$ cat src/rtl/pipo_shift_reg_pkg.sv
// Shared definitions for the parallel-in/parallel-out shift register.
package pipo_shift_reg_pkg;

  // Update applied to the register at a clock edge
  typedef enum logic [1:0] {
    MODE_CLEAR = 2'd0,
    MODE_LOAD  = 2'd1,
    MODE_SHIFT = 2'd2
  } mode_t;

  // Reset wins over load; load wins over shift.
  function automatic mode_t sel_mode(input logic rst_n, input logic l_en);
    mode_t m;
    if (!rst_n) begin
      m = MODE_CLEAR;
    end else if (l_en) begin
      m = MODE_LOAD;
    end else begin
      m = MODE_SHIFT;
    end
    return m;
  endfunction

endpackage

$ cat src/rtl/pipo_shift_reg.sv
// Parallel-in/parallel-out register with a serial shift-right mode.
// Each edge either clears, loads p_in, or shifts s_in_sr in at the MSB.
module pipo_shift_reg
  import pipo_shift_reg_pkg::*;
#(
  parameter int unsigned WIDTH = 4
) (
  input  logic             clk,
  input  logic             rst_n,
  input  logic             l_en,
  input  logic             s_in_sr,
  input  logic [WIDTH-1:0] p_in,
  output logic [WIDTH-1:0] p_out
);

  mode_t            mode;
  logic [WIDTH-1:0] shifted;

  assign mode    = sel_mode(rst_n, l_en);
  // Shift right: serial bit enters at the MSB, LSB is discarded
  assign shifted = {s_in_sr, p_out[WIDTH-1:1]};

  // Register update; synchronous active-low clear has top priority
  always_ff @(posedge clk) begin
    case (mode)
      MODE_CLEAR: p_out <= '0;
      MODE_LOAD:  p_out <= p_in;
      default:    p_out <= shifted;
    endcase
  end

endmodule

$ cat config.mk
export PLATFORM = sky130hd
export DESIGN_NAME = pipo_shift_reg
export DESIGN_NICKNAME = d
export VERILOG_FILES = /design/src/rtl/pipo_shift_reg_pkg.sv /design/src/rtl/pipo_shift_reg.sv
export SDC_FILE = /design/constraint.sdc
export NUM_CORES = 1
export LEC_CHECK = 0
export ABC_AREA = 0
export CORE_AREA = 5 5 42 44
export DETAILED_ROUTE_END_ITERATION = 16
export DIE_AREA = 0 0 47 49
export GPL_TIMING_DRIVEN = 1
export PLACE_DENSITY = 0.33
export SLEW_MARGIN = 20
export SYNTH_ARGS = -nofsm -noshare
export SYNTH_HDL_FRONTEND = slang
export SYNTH_SLANG_ARGS = --single-unit
$ cat constraint.sdc
create_clock -name clk -period 1.15 [get_ports clk]
set_input_delay 0.2875 -clock clk [delete_from_list [all_inputs] [get_ports clk]]
set_output_delay 0.2875 -clock clk [all_outputs]
set_load 0.005 [all_outputs]
Yosys cells after proc, flatten, opt, wreduce, memory -nomap -nowiden:

Index checks and enable logic that the tools add are counted.

* flip-flop bits (word level): 4
* word-level logic and storage cells: 6
* bits of input ports: 8
* output and inout bits: 4

* reduce and logical (&&, ||, !) cells: 1
* muxes and demuxes: 3
* equality and inequality tests: 1

Operators with widths (count)
* $pmux W4 S2: 1
* $mux W2: 2
* $eq A2 B1 Y1 const B: 1
* $logic_not A2 Y1: 1

Depth between registers and ports, before layout:

* word-level depth: 4
* mapped depth: 3
* gate-level depth less buffers: 2

Worst setup path before layout:

OpenSTA, ideal clock, no wires.

* path kind: input -> register
* start: input port l_en
* end: register p_out[0]
* setup slack: 443 ps
* data arrival time: 591 ps
* library setup time: 116 ps
* required time: 1034 ps
* stages on the path: 3
* buffers on the path: 1
* path through: buf_6 mux2i_1 nor2b_1

* word-level cells in the longest chain between the ends: 4
* elaborated cells on any way between the ends: 5
* those cells by class: 1 x eq/ne; 3 x mux; 1 x reduce/logical

RTL lines
* start, declared: RTL line pipo_shift_reg.sv:10 `input logic l_en,`
* $mux W2 *: RTL line pipo_shift_reg_pkg.sv:16 `end else if (l_en) begin`
* $mux W2 *: RTL line pipo_shift_reg_pkg.sv:14 `if (!rst_n) begin`
* $eq A2 B1 Y1 / $logic_not A2 Y1 (equally long branches): RTL line pipo_shift_reg.sv:25 `case (mode)`
* $pmux W4 S2 *: RTL line pipo_shift_reg.sv:25
* end signal, assigned: RTL line pipo_shift_reg.sv:27 `MODE_LOAD: p_out <= p_in;`
* end signal, assigned: RTL line pipo_shift_reg.sv:28 `default: p_out <= shifted;`
* end, declared: RTL line pipo_shift_reg.sv:13 `output logic [WIDTH-1:0] p_out`

Mark *: on every way between the ends. The rest lies on a longest branch, timed or not.

Final worst setup path:

* start: register p_out[3]
* end: output port p_out[3]

No word-level cell between the ends.

==> results.sh <==
export IMPL_worstReg2RegStart="p_out[3]$_DFF_P_"
export IMPL_top_regs="p_out (4)"
export IMPL_status="finished, final reports clean"
export IMPL_slew_viol_final=0
export IMPL_tightest_slew_ps=249
export IMPL_min_delay_start="p_out[2]$_DFF_P_"
export IMPL_clockBufferDepth=2
export IMPL_synth_area_um2=156
export IMPL_synth_cell_types=4
export IMPL_cts_buffers_inserted=3
export IMPL_cpPeakStageDelay_ps=330
export IMPL_hold_end="p_out[1]$_DFF_P_"
export IMPL_fmax_mhz=935
export IMPL_rsz0062_at_grt="no"
export IMPL_io_pin_count=12
export IMPL_drive_above_1_share_pct=11.5
export IMPL_min_period_ps=1070
export IMPL_timing_final_crit_share_pct=93.0
export IMPL_tns_ps=0
export IMPL_stdcell_area_um2=294
export IMPL_avgViaCountPerCell=3.26
export IMPL_ys_ff_latch=4
export IMPL_drt_iter0_markers=0
export IMPL_grt_pass1_wl_um=648
export IMPL_hold_class="reg2reg"
export IMPL_diodes=0
export IMPL_cts_tree="done"
export IMPL_antenna_left=0
export IMPL_synth_seq_area_share_pct=51.2
export IMPL_clk_latency_ps=230
export IMPL_core_um2=1400
export IMPL_critPathKind="reg2out"
export IMPL_crit_arrival_ps=780
export IMPL_track_usage_pct=4.43
export IMPL_drt_total_wl_um=358
export IMPL_setup_violations=0
export IMPL_crit_family="flip-flops"
export IMPL_clock_sinks=4
export IMPL_p_total_uw=376
export IMPL_top_register="p_out"
export IMPL_cp_end_kind="output pin"
export IMPL_path_cells="clkdlybuf4s15_1"
export IMPL_maxCapViolations=0
export IMPL_hold_buffers=0
export IMPL_wl_per_cell_um=8.52
export IMPL_setup_slack_ps=80.3
export IMPL_hold_viol=0
export IMPL_die_w_um=47
export IMPL_slowest_stage="dfxtp_1"
export IMPL_final_common_cell="clkdlybuf4s50_1"
export IMPL_dr_pass1_iters=1
export IMPL_placed_cell_area_um2=275
export IMPL_htreeDepth=1
export IMPL_io_buffers=11
export IMPL_start_util_pct=11.2
export IMPL_r2r_end="p_out[2]$_DFF_P_"
export IMPL_grt_start_max_net_pins=5
export IMPL_reg2reg_slack_ps=560
export IMPL_synthCells=13
export IMPL_avgSynthCellArea_um2=12.0
export IMPL_layout_common_cells="7 x clkdlybuf4s50_1, 4 x mux2i_1, 4 x nor2b_1, 4 x dfxtp_1"
export IMPL_slew_limit_headroom_pct=83.4
export IMPL_r2r_cells=2
export IMPL_peakVddDrop_uv=535
export IMPL_pwr_density_cell_nw_per_um2=1280
export IMPL_antenna_found_initial=0
export IMPL_crit_buf_inv=1
export IMPL_yosysWarnings=0
export IMPL_dp_slack_ps=-163
export IMPL_largest_reg_flops=4
export IMPL_drc=0
export IMPL_clk_pin_slew_ps=40
export IMPL_globalplace_congestion=0.535
export IMPL_dieArea_um2=2300
export IMPL_area_growth_pct=88.0
export IMPL_min_path_cells=2
export IMPL_cp_required_ps=860
export IMPL_fin_nets=36
export IMPL_fin_skew_ps=1.19
export IMPL_grt_pass1_vias=164
export IMPL_synth_net_count=21
export IMPL_vias=137
export IMPL_fill_cells=162
export IMPL_die_h_um=49
export IMPL_num_rows=14
export IMPL_grt_overflow_total=0
export IMPL_startpoint_type="flip-flop"
export IMPL_power_leakage_uw=0.000132
export IMPL_clock_root_buffer="clkbuf_4"
export IMPL_dp_hpwl_um=300
export IMPL_cp_max_fo=2
final cells by class:
| type | instances | area, µm² | area share, % |
|---|---|---|---|
| tap | 16 | 20.0 | 6.81 |
| sequential | 4 | 80.1 | 27.2 |
| multi-input combinational | 8 | 65.1 | 22.1 |
| timing repair buffer | 11 | 106 | 36.2 |
| clock buffer | 3 | 22.5 | 7.66 |
logic make-up after synthesis:
logic type / share of synthesized area (%)
AND/OR/NAND/NOR: 16.0
buffers and inverters: 7.20
multiplexers: 25.6
flip-flops: 51.2
worst max path at each step:
stage	startpoint	depth (start not counted)	end	slack, ps
detailed placement	l_en	3	p_out[0]$_DFF_P_	-160
floorplan	l_en	3	p_out[0]$_DFF_P_	440
CTS	p_out[3]$_DFF_P_	1	p_out[3]	40
global placement	l_en	3	p_out[0]$_DFF_P_	-150
global route	p_out[3]$_DFF_P_	1	p_out[3]	20
finish	p_out[3]$_DFF_P_	1	p_out[3]	80
cells in the mapped netlist, drive strengths merged:
library cell,n,share of area (%)
dfxtp,4,51
mux2i,4,26
nor2b,4,16
buf,1,7.2
report_power, final:
part | total, µW | internal (µW) | switching (µW) | leakage, µW
clock | 169 | 116 | 52.5 | 0.0000138
sequential | 152 | 148 | 3.55 | 0.0000331
combinational | 54.9 | 39.4 | 15.5 | 0.0000847
total | 376 | 304 | 71.5 | 0.000132
metrics by stage:
| stage | instances | util [%] | hold WS, ps |
|---|---|---|---|
| 2_1_floorplan | 13 | - | 416 |
| 3_3_place_gp | 39 | 19.6 | 505 |
| 4_1_cts | 42 | 20.9 | 516 |
| 6_report | 42 | 21.0 | 506 |
| 3_5_place_dp | 39 | 19.6 | 511 |
| 5_1_grt | 42 | 21.0 | 557 |
routing by layer:
metal / track usage, % / up-vias / share of wire (%)
met1: 3.95 / 58 / 40
met2: 4.75 / 10 / 38
met3: 6.64 / 0 / 22
met4: 2.76 / 0 / 0
met5: 0 / - / 0
li1: - / 69 / -
timing repair:
| action | in CTS | in global routing |
|---|---|---|
| resized for setup | 4 | 1 |
| buffers inserted | 0 | 0 |
| setup endpoints to repair | 4 | 1 |
(Power assumes the default switching activity.)
